### config.mk
export PLATFORM = sky130hd
export DESIGN_NAME = uart_rx
export DESIGN_NICKNAME = d
export VERILOG_FILES = /design/src/rtl/uart_rx.sv
export SDC_FILE = /design/constraint.sdc
export NUM_CORES = 1
export LEC_CHECK = 0
export CORE_MARGIN = 4
export CORE_UTILIZATION = 52
export DETAILED_ROUTE_END_ITERATION = 8
export PLACE_DENSITY_LB_ADDON = 0.25
export RECOVER_POWER = 25
export SLEW_MARGIN = 20
export SYNTH_ARGS = -nofsm -noshare
export SYNTH_HDL_FRONTEND = slang
export SYNTH_SLANG_ARGS = --single-unit
### constraint.sdc
create_clock -name i_clk -period 1.75 [get_ports i_clk]
set_input_delay 0.2625 -clock i_clk [delete_from_list [all_inputs] [get_ports i_clk]]
set_output_delay 0.2625 -clock i_clk [all_outputs]
set_load 0.05 [all_outputs]
### src/rtl/uart_rx.sv
// uart_rx: 8N1 serial receiver with a two-flop input synchroniser.
// It filters start-bit glitches, reports framing errors, and presents each
// good byte as a one-cycle o_rx_receive strobe with o_rx_data.
module uart_rx #(
   parameter int CLKS_PER_BIT = 10416,
   parameter int HALF_BIT     = CLKS_PER_BIT / 2
) (
   input  logic       i_clk,
   input  logic       i_rst,
   input  logic       i_rx,
   output logic       o_rx_receive,
   output logic [7:0] o_rx_data,
   output logic       o_frame_err,
   output logic       o_busy
);

   localparam int CNT_W = $clog2(CLKS_PER_BIT) + 1;
   localparam logic [CNT_W-1:0] HALF_LAST = CNT_W'(HALF_BIT - 1);
   localparam logic [CNT_W-1:0] BIT_LAST  = CNT_W'(CLKS_PER_BIT - 1);

   typedef enum logic [2:0] {
      IDLE,
      START,
      DATA,
      STOP,
      WAIT_IDLE
   } state_e;

   state_e           state_q, state_d;
   logic             rx_meta_q, rx_s_q;
   logic [CNT_W-1:0] cnt_q, cnt_d;
   logic [2:0]       bit_idx_q, bit_idx_d;
   logic [7:0]       shift_q, shift_d;
   logic [7:0]       data_q, data_d;
   logic             recv_q, recv_d;
   logic             err_q, err_d;

   // Bring the asynchronous line into the clock domain; idle level is high.
   always_ff @(posedge i_clk) begin
      if (i_rst) begin
         rx_meta_q <= 1'b1;
         rx_s_q    <= 1'b1;
      end else begin
         rx_meta_q <= i_rx;
         rx_s_q    <= rx_meta_q;
      end
   end

   // State, counters, shift register and output registers.
   always_ff @(posedge i_clk) begin
      if (i_rst) begin
         state_q   <= IDLE;
         cnt_q     <= '0;
         bit_idx_q <= '0;
         shift_q   <= '0;
         data_q    <= '0;
         recv_q    <= 1'b0;
         err_q     <= 1'b0;
      end else begin
         state_q   <= state_d;
         cnt_q     <= cnt_d;
         bit_idx_q <= bit_idx_d;
         shift_q   <= shift_d;
         data_q    <= data_d;
         recv_q    <= recv_d;
         err_q     <= err_d;
      end
   end

   // Frame sequencing: mid-bit sampling, glitch rejection, stop-bit checking.
   always_comb begin
      state_d   = state_q;
      cnt_d     = cnt_q;
      bit_idx_d = bit_idx_q;
      shift_d   = shift_q;
      data_d    = data_q;
      recv_d    = 1'b0;
      err_d     = 1'b0;
      case (state_q)
         IDLE: begin
            if (!rx_s_q) begin
               state_d = START;
               cnt_d   = '0;
            end
         end
         START: begin
            if (cnt_q == HALF_LAST) begin
               cnt_d = '0;
               if (rx_s_q) begin
                  state_d = IDLE;
               end else begin
                  state_d   = DATA;
                  bit_idx_d = 3'd0;
               end
            end else begin
               cnt_d = cnt_q + CNT_W'(1);
            end
         end
         DATA: begin
            if (cnt_q == BIT_LAST) begin
               cnt_d   = '0;
               shift_d = {rx_s_q, shift_q[7:1]};
               if (bit_idx_q == 3'd7) begin
                  state_d = STOP;
               end else begin
                  bit_idx_d = bit_idx_q + 3'd1;
               end
            end else begin
               cnt_d = cnt_q + CNT_W'(1);
            end
         end
         STOP: begin
            if (cnt_q == BIT_LAST) begin
               cnt_d = '0;
               if (rx_s_q) begin
                  data_d  = shift_q;
                  recv_d  = 1'b1;
                  state_d = IDLE;
               end else begin
                  err_d   = 1'b1;
                  state_d = WAIT_IDLE;
               end
            end else begin
               cnt_d = cnt_q + CNT_W'(1);
            end
         end
         WAIT_IDLE: begin
            if (rx_s_q) begin
               state_d = IDLE;
            end
         end
         default: begin
            state_d = IDLE;
         end
      endcase
   end

   assign o_rx_receive = recv_q;
   assign o_frame_err  = err_q;
   assign o_rx_data    = data_q;
   assign o_busy       = (state_q != IDLE);

endmodule

Word level (Yosys, flattened, before mapping)
Index checks and enable logic that the tools add are counted.

Bitwise gates (word level): 2. Reduce and logical (&&, ||, !) cells: 11. Add/sub/neg operators: 2. Mux-type cells: 20. Equal/unequal tests: 15.

Operators with widths (count): $mux W15 (3); $pmux W15 S3 (1); $mux W3 (11); $ne A2 B2 Y1 const B (8); $add A15 B1 Y15 const B (1); $eq A15 B13 Y1 const B (1); $eq A15 B14 Y1 const B (1); $pmux W3 S5 (1); $eq A3 B2 Y1 const B (2); $eq A3 B3 Y1 const B (2); $pmux W3 S2 (1); $reduce_and A6 Y1 (1); $reduce_bool A3 Y1 (2); $reduce_and A5 Y1 (1); $reduce_and A2 Y1 (2); $add A3 B1 Y3 const B (1); $eq A3 B1 Y1 const B (1); $logic_not A3 Y1 (1); $reduce_and A3 Y1 (1); $reduce_or A3 Y1 (1); $mux W1 (2); $mux W2 (1); $not A1 Y1 (2); $reduce_bool A2 Y1 (1); $reduce_or A2 Y1 (1).

Word-level logic and storage cells: 59. Register bits after elaboration: 41. Output and inout port bits: 11. Bits of input ports: 3.

Longest topological paths before layout
Gate-level depths: netlist of run 1.

Word-level depth: 4. Depth in mapped cells: 7. Gate-level depth less buffers: 6.

Worst setup path before layout of run 1
Ideal clock, no wire load.

Kind: register to register. From: register cnt_q[0]. To: register bit_idx_q[1]. Arrival time: 1.818 ns. Clock period less this slack: 1.910 ns. Path buffers: 0. Data required time: 1.658 ns. Library setup time: 0.092 ns. Setup slack: -0.160 ns. Stages on the path, launching flop included: 7. Path through: dfxtp_1 -> ha_1 -> nor4b_4 -> nand4_2 -> or4_1 -> a211o_1 -> o32ai_1.

Word-level cells in the longest chain between the ends: 3. Elaborated cells on any way between the ends: 5. Those cells by class: 4 x eq/ne; 1 x reduce/logical.

Ends and longest elaborated chain: from (decl) (RTL line 31) `logic [CNT_W-1:0] cnt_q, cnt_d;`; from (signal assigned) (RTL line 61) `cnt_q <= cnt_d;`; $eq A15 B14 Y1 or $eq A15 B13 Y1 (tied branches) (RTL line 100, 87); $ne A2 B2 Y1 (no source line); $reduce_and A5 Y1 (no source line) (*); to (signal assigned) (RTL line 62) `bit_idx_q <= bit_idx_d;`; to (decl) (RTL line 32) `logic [2:0] bit_idx_q, bit_idx_d;`.

Mark *: on every way between the ends. The rest lies on a longest branch, timed or not. A chain may end at the register's enable or synchronous reset.

Worst setup path after layout of run 1
From: register cnt_q[1]. To: register bit_idx_q[2].

Same word-level chain as after synthesis.

==> qor.yml, run 1 <==
outcome: "complete, but fails checks"
violations: "setup timing"
cp_slowest_cell: "or4_4"
critPathRequiredTime_ps: 1960
wl_um: 4800
io_pins: 14
fin_tns_setup_ps: -1690
powerDensity_nw_per_um2: 723
coreArea_um2: 3440
dieArea_um2: 4740
grt_max_degree: 33
holdPathStages: 1
first_global_vias: 1688
power_mw: 1.80
num_vias: 1790
drt-pass1-iter-count: 5
diodes: 0
final_max_slew_viol_count: 0
final_util: 0.725
r2r.worst_path.cells: 6
nets: 261
irDropWorstVdd_mv: 0.470
fin_ws_ps: -178
pre_cts_slack_ps: -339
synth.net_count: 222
hp-class: "reg -> reg"
avgViaCountPerCell: 5.93
ys_types: 48
synth-async-reset-ratio: 0
die_h_um: 68.8
fillers: 253
holdBufCountCts: 0
clock.fmax_ghz: 0.519
drv_cap: 0
r2r-end: "bit_idx_q[2]"
cp-start-kind: "flop"
crit_family: "simple AND/OR/NAND/NOR gates"
final_common_cell: "dfxtp_1"
numPortBuffers: 13
track_usage: 0.223
crit_buf_inv: 0
antenna_found_initial: 0
cts_root_buf: "clkbuf_8"
cp_slowest_stage_delay_ps: 460
ant_nets: 0
clk_pin_slew_ps: 90
final_cells: 302
dp_cells: 291
layout_common_cells: "37 x dfxtp_1, 32 x buf_4, 19 x nand2_1, 18 x nor2_1, 14 x a21oi_1"
slew_headroom: 0.589
syn_avg_cell_area_um2: 8.91
hold_violations: 0
finalSetupViolCount: 19
path_class: "reg -> reg"
synth_warnings: 0
synth_edf_count: 0
drc: 0
placed_area_um2: 2270
leakage_nw: 1.02
finalCritPeriodShare: 1.10
design_area_um2: 2490
clk_path_buf_depth: 2
synth.cell_area_um2: 1920
avgRoutedWirePerCell_um: 15.9
ys_ff_latch: 41
r2r_start: "cnt_q[1]"
gp_congestion: 0.885
r2r_slack_ps: -180
crit_arrival_ps: 2140
min-delay-start: "rx_meta_q"
num_rows: 21
cts.sinks: 41
drive_gt1_frac: 0.285
htreeDepth: 2
cts_tree: "yes"
endpoint_kind: "flop"
grt_overflow: 0
fp.dieW_um: 68.8
path_cells: "ha_4, nor4b_4, nand4_2, or4_4, a211o_1, o32ai_2"
dp_hpwl_um: 3170
clock_latency_ps: 290
initial_utilization: 0.559
grt_pass1_wl_um: 7730
worstHoldEndpoint: "rx_s_q"
holdWs_ps: 427
synth_flop_cell: "dfxtp_1"
cts_inserted_buffers: 5
tightest_slew_ps: 619
drt_iter0_drc: 141
worst-path-max-fanout: 4
post-route-min-period_ps: 1930
seq_area_frac_synth: 0.427
syn-instance-count: 216
syn2layout_area_growth_pct: 29.6
finClkSkew_ps: 7.57
grt_setup_unrepaired: "true"
==> layer usage <==
metal | vias to the layer above | share of wire | global-route usage
li1 | 861 | - | -
met1 | 846 | 0.42 | 0.267
met2 | 69 | 0.49 | 0.361
met3 | 14 | 0.066 | 0.0616
met4 | 0 | 0.025 | 0.117
met5 | - | 0 | 0
==> cell type report <==
cell class	count	area, um^2	share of cell area
Clock inverter	3	46.3	0.0186
Timing Repair Buffer	46	363	0.145
Multi-Input combinational cell	157	1120	0.448
Sequential cell	41	826	0.331
Clock buffer	5	68.8	0.0276
Inverter	4	15.0	0.00602
Tap cell	46	57.6	0.0231
==> synthesized netlist by cell type, types with 2 or more instances <==
master	instances	share of area
clkbuf_1	6	0.012
a211o_1	2	0.0091
nor3_1	4	0.010
and3_1	2	0.0065
and4_1	3	0.014
o311ai_0	2	0.0091
a21o_1	5	0.020
and4bb_2	4	0.026
or3_1	3	0.0098
dfxtp_1	41	0.43
nand2_1	19	0.037
a21oi_1	15	0.039
nor2b_1	5	0.016
xor2_1	2	0.0091
o21ai_0	4	0.010
nand3_1	12	0.031
nand4_1	6	0.020
nor3b_1	2	0.0078
or2_2	3	0.0098
mux2i_1	8	0.042
inv_1	4	0.0078
buf_2	7	0.018
ha_1	3	0.020
a41oi_1	2	0.0091
nor2_1	19	0.037
a22oi_1	2	0.0078
a22o_1	2	0.0091
nand2b_1	5	0.016
and2_1	3	0.0098
or4bb_1	2	0.012
o32ai_1	2	0.0091
==> registers in the layout (all words and copies together), names as in the netlist <==
signal / cells
bit_idx_q: 3
cnt_q: 15
o_frame_err: 1
o_rx_data: 8
o_rx_receive: 1
rx_meta_q: 1
rx_s_q: 1
shift_q: 8
state_q: 3
==> cells by family after synthesis <==
| group | count (synthesis) | synth area share |
|---|---|---|
| AO/OA/AOI/OAI | 45 | 0.160 |
| XOR/XNOR | 3 | 0.0137 |
| adder cells (fa/ha/maj) | 3 | 0.0195 |
| buffers and inverters | 18 | 0.0403 |
| flip-flops | 41 | 0.427 |
| multiplexers | 8 | 0.0416 |
| AND/OR/NAND/NOR | 98 | 0.298 |
==> worst max path at each step <==
stage	from	endpoint	slack, ps	depth (start not counted)
detailed placement	i_rst	cnt_q[14]	-340	5
global route	state_q[1]	bit_idx_q[1]	-360	5
finish	cnt_q[1]	bit_idx_q[2]	-180	6
CTS	cnt_q[1]	bit_idx_q[1]	-180	6
global placement	i_rst	cnt_q[10]	-200	6
floorplan	cnt_q[1]	bit_idx_q[1]	-70	6
==> power by group <==
group / total (mW) / switching [mW] / internal [mW] / leakage [nW]
clock: 0.776 / 0.349 / 0.427 / 0.0543
combinational: 0.0837 / 0.0512 / 0.0325 / 0.638
sequential: 0.943 / 0.00612 / 0.937 / 0.333
total: 1.80 / 0.407 / 1.40 / 1.02
==> repair_timing <==
| action | in CTS | in global routing |
|---|---|---|
| setup buffers | 1 | 2 |
| pin swaps | 4 | 4 |
| gates resized for setup | 10 | 15 |
| endpoints found under the setup margin | 24 | 38 |
Note: power is estimated with default switching activity, not from simulation.
==> run 2: changes to the inputs <==
--- a/config.mk
+++ b/config.mk
@@ -6,10 +6,12 @@
 export NUM_CORES = 1
 export LEC_CHECK = 0
 export CORE_MARGIN = 4
-export CORE_UTILIZATION = 52
+export CORE_UTILIZATION = 54
+export CTS_BUF_LIST = sky130_fd_sc_hd__clkbuf_4
 export DETAILED_ROUTE_END_ITERATION = 8
 export PLACE_DENSITY_LB_ADDON = 0.25
 export RECOVER_POWER = 25
+export SKIP_LAST_GASP = 1
 export SLEW_MARGIN = 20
 export SYNTH_ARGS = -nofsm -noshare
 export SYNTH_HDL_FRONTEND = slang
==> qor.yml, run 2 (synthesized netlist as in run 1, its figures left out) <==
fin_tns_setup_ps: -1630
crit_buf_inv: 0
dieArea_um2: 4580
final_util: 0.756
diodes: 0
endpoint_kind: "flop"
avgRoutedWirePerCell_um: 15.9
r2r-end: "bit_idx_q[1]"
crit_path_end: "bit_idx_q[1]"
multi_input_area_um2: 1170
crit_arrival_ps: 2150
path_cells: "ha_4, nor4b_4, nand4_2, or4_4, a211o_1, o32ai_1"
die_h_um: 67.7
final_common_cell: "dfxtp_1"
critPathRequiredTime_ps: 2020
num_rows: 21
wl_um: 4870
largest-register: "cnt_q"
layout_common_cells: "36 x dfxtp_1, 31 x buf_4, 18 x nand2_1, 15 x nor2_1, 11 x nand3_1"
finClkSkew_ps: 8.87
regArea_um2: 830
fillers: 240
avgViaCountPerCell: 5.89
crit_cells: 6
cts_inserted_buffers: 5
cts_tree: "yes"
antenna_found_initial: 0
drive_gt1_frac: 0.331
tightest_slew_ps: 587
grt_pass1_wl_um: 7970
htreeDepth: 2
r2r_slack_ps: -120
violations: "setup timing"
drv_cap: 0
drc: 0
initial_utilization: 0.568
slew_headroom: 0.610
cts.sinks: 41
fin_ws_ps: -124
gp_congestion: 0.871
grt_overflow: 0
syn2layout_area_growth_pct: 33.1
cp_slowest_cell: "or4_4"
holdWs_ps: 423
grt_setup_unrepaired: "true"
numPortBuffers: 13
first_global_vias: 1812
finalSetupViolCount: 22
r2r.worst_path.cells: 6
largest_reg_flops: 15
ant_nets: 0
pre_cts_slack_ps: -284
hp-class: "reg -> reg"
worst-path-max-fanout: 3
design_area_um2: 2560
power_mw: 1.62
clk_pin_slew_ps: 110
powerDensity_nw_per_um2: 633
min-delay-start: "rx_meta_q"
drt_iter0_drc: 141
crit_family: "simple AND/OR/NAND/NOR gates"
post-route-min-period_ps: 1870
irDropWorstVdd_mv: 0.570
track_usage: 0.233
cp-start-kind: "flop"
path_class: "reg -> reg"
final_max_slew_viol_count: 0
fp.dieW_um: 67.7
cts_root_buf: "clkbuf_4"
dp_cells: 290
outcome: "complete, but fails checks"
grt_max_degree: 28
placed_area_um2: 2280
dp_hpwl_um: 3070
cp_slowest_stage_delay_ps: 450
clock_latency_ps: 350
finalCritPeriodShare: 1.07
hold_violations: 0
clock.fmax_ghz: 0.534
final_cells: 306
drt-pass1-iter-count: 4
nets: 266
crit_start: "cnt_q[0]"
num_vias: 1801
coreArea_um2: 3390
r2r_start: "cnt_q[0]"
leakage_nw: 1.07
holdBufCountCts: 0
clk_path_buf_depth: 2
io_pins: 14
-- run 2: worst min-delay path by stage --
stage,end,slack (ps),cells past startpoint
detailed placement,rx_s_q,400,1
floorplan,rx_meta_q,370,1
global placement,rx_s_q,390,1
finish,rx_s_q,420,1
CTS,rx_s_q,420,1
global route,rx_s_q,430,1
-- run 2: area by class of cell --
cell class / count / area share
multi-input cells: 157 / 0.456
flip-flops and latches: 41 / 0.324
repair buffers: 51 / 0.163
well taps: 46 / 0.0225
inverters: 4 / 0.00586
clock inverters: 2 / 0.0137
clock buffers: 5 / 0.0147
-- run 2: where the power goes --
group | internal (mW) | total (mW) | switching, mW
clock | 0.291 | 0.583 | 0.292
sequential | 0.937 | 0.942 | 0.00509
combinational | 0.0384 | 0.0961 | 0.0577
total | 1.27 | 1.62 | 0.354
-- run 2: per-layer routing --
metal / wire, um / vias to the layer above / track usage
met5: 0 / - / 0
met4: 99 / 0 / 0.129
met3: 261 / 12 / 0.0483
met2: 2470 / 58 / 0.405
met1: 2040 / 856 / 0.264
li1: - / 875 / -
-- run 2: repair_timing --
| item | CTS | global route |
|---|---|---|
| gates resized for setup | 30 | 27 |
| buffers inserted | 5 | 4 |
| cloned | 1 | 0 |
| endpoints found under the setup margin | 38 | 36 |
| pin swaps | 10 | 12 |
-- run 2: worst register-to-register path, stage by stage (launching register included) --
cell	delay, ps
dfxtp_4	380
ha_4	120
nor4b_4	260
nand4_2	140
or4_4	450
a211o_1	330
o32ai_1	120
==> run 3: changes to the inputs <==
--- a/config.mk
+++ b/config.mk
@@ -5,12 +5,14 @@
 export SDC_FILE = /design/constraint.sdc
 export NUM_CORES = 1
 export LEC_CHECK = 0
+export ABC_AREA = 0
 export CORE_MARGIN = 4
 export CORE_UTILIZATION = 54
 export CTS_BUF_LIST = sky130_fd_sc_hd__clkbuf_4
 export DETAILED_ROUTE_END_ITERATION = 8
 export PLACE_DENSITY_LB_ADDON = 0.25
 export RECOVER_POWER = 25
+export SETUP_SLACK_MARGIN = 0.3
 export SKIP_LAST_GASP = 1
 export SLEW_MARGIN = 20
 export SYNTH_ARGS = -nofsm -noshare
==> qor.yml, run 3 (synthesized netlist as in run 1, its figures left out) <==
outcome: "complete, but fails checks"
violations: "setup timing"
fillers: 179
final_cells: 313
num_vias: 2010
hold_violations: 0
fp.dieW_um: 67.7
grt_setup_unrepaired: "true"
finClkSkew_ps: 15.9
netSwitchingPower_mw: 0.415
num_rows: 21
grt_overflow: 0
r2r_slack_ps: -300
grt_max_degree: 18
leakage_nw: 1.07
die_h_um: 67.7
drt_iter0_drc: 148
fin_ws_ps: -303
path_class: "reg -> reg"
finalSetupViolCount: 39
largest-register: "cnt_q"
gp_congestion: 0.884
path_cells: "ha_4, nor4b_4, nand4_2, or4_4, a211o_1, o32ai_1"
htreeDepth: 2
cp_slowest_cell: "or4_4"
dp_cells: 291
worst-path-max-fanout: 3
crit_arrival_ps: 2340
final_common_cell: "dfxtp_1"
drive_gt1_frac: 0.457
coreArea_um2: 3390
antenna_found_initial: 0
diodes: 0
clk_pin_slew_ps: 140
intPower_mw: 1.14
dp_hpwl_um: 3350
final_max_slew_viol_count: 0
clock_latency_ps: 380
powerDensity_nw_per_um2: 558
irDropWorstVdd_mv: 0.398
track_usage: 0.298
syn2layout_area_growth_pct: 44.7
holdBufCountCts: 0
grt_pass1_wl_um: 9980
tightest_slew_ps: 598
cts_tree: "yes"
avgRoutedWirePerCell_um: 20.6
nets: 272
avgViaCountPerCell: 6.42
multi_input_area_um2: 1290
layout_common_cells: "36 x dfxtp_1, 28 x buf_4, 16 x nor2_1, 16 x nand2_1, 15 x buf_6"
finalCritPeriodShare: 1.17
p_sw_frac: 0.267
seqPwrFrac: 0.609
slew_headroom: 0.603
cts.sinks: 41
regArea_um2: 827
drt-pass1-iter-count: 7
post-route-min-period_ps: 2050
numPortBuffers: 13
ant_nets: 0
initial_utilization: 0.568
power_frac_clock: 0.316
io_pins: 14
cp_slowest_stage_delay_ps: 470
cts_root_buf: "clkbuf_4"
hp-class: "reg -> reg"
power_mw: 1.55
largest_reg_flops: 15
endpoint_kind: "flop"
cts_inserted_buffers: 5
crit_family: "simple AND/OR/NAND/NOR gates"
cp-start-kind: "flop"
pwr-share-comb: 0.075
crit_buf_inv: 0
clock.fmax_ghz: 0.487
drc: 0
wl_um: 6440
drv_cap: 0
first_global_vias: 1956
clk_path_buf_depth: 2
dieArea_um2: 4580
critPathRequiredTime_ps: 2040
==> run 3: worst paths after layout <==
kind | startpoint | endpoint | depth (start not counted)
min | rx_meta_q | rx_s_q | 1
min reg2reg | rx_meta_q | rx_s_q | 1
max | cnt_q[0] | bit_idx_q[1] | 6
max reg2reg | cnt_q[0] | bit_idx_q[1] | 6
==> run 3: final cells by class <==
cell class                 count  share of cell area
clock buffer                   5              0.0135
clock inverter                 3             0.00629
inverter                       4             0.00539
multi-input combinational    157               0.464
sequential                    41               0.297
tap                           46              0.0207
timing repair buffer          57               0.193
==> run 3: routing by layer <==
| metal | up-vias | wire (um) | part of all wire | track usage |
|---|---|---|---|---|
| met5 | - | 0 | 0 | 0 |
| met4 | 0 | 242 | 0.038 | 0.132 |
| met3 | 30 | 514 | 0.080 | 0.0632 |
| met2 | 121 | 3220 | 0.50 | 0.518 |
| met1 | 969 | 2460 | 0.38 | 0.348 |
| li1 | 890 | - | - | - |
==> run 3: metrics by stage <==
step | cell area [um^2] | worst slack, ps | util | TNS [ps] | hold slack (ps)
finish | 2780 | -303 | 0.821 | -7380 | 435
global placement | 2290 | -144 | 0.674 | -2130 | 390
detailed placement | 2290 | -205 | 0.674 | -3650 | 406
floorplan | 1960 | -70.1 | - | -210 | 366
CTS | 2630 | -204 | 0.775 | -2630 | 437
global route | 2780 | -378 | 0.821 | -9610 | 453
==> run 3: power groups by stage <==
stage	registers (mW)	logic [mW]	clock network (mW)
floorplan	0.961	0.0488	0
global placement	0.964	0.0741	0
detailed placement	0.964	0.0767	0
CTS	0.944	0.0978	0.478
global route	0.947	0.123	0.533
finish	0.946	0.117	0.491
==> run 3: what timing repair did <==
action | CTS | global route
resized for setup | 74 | 32
gates cloned | 1 | 0
pin swaps | 24 | 23
setup buffers | 9 | 4
setup endpoints to repair | 48 | 40
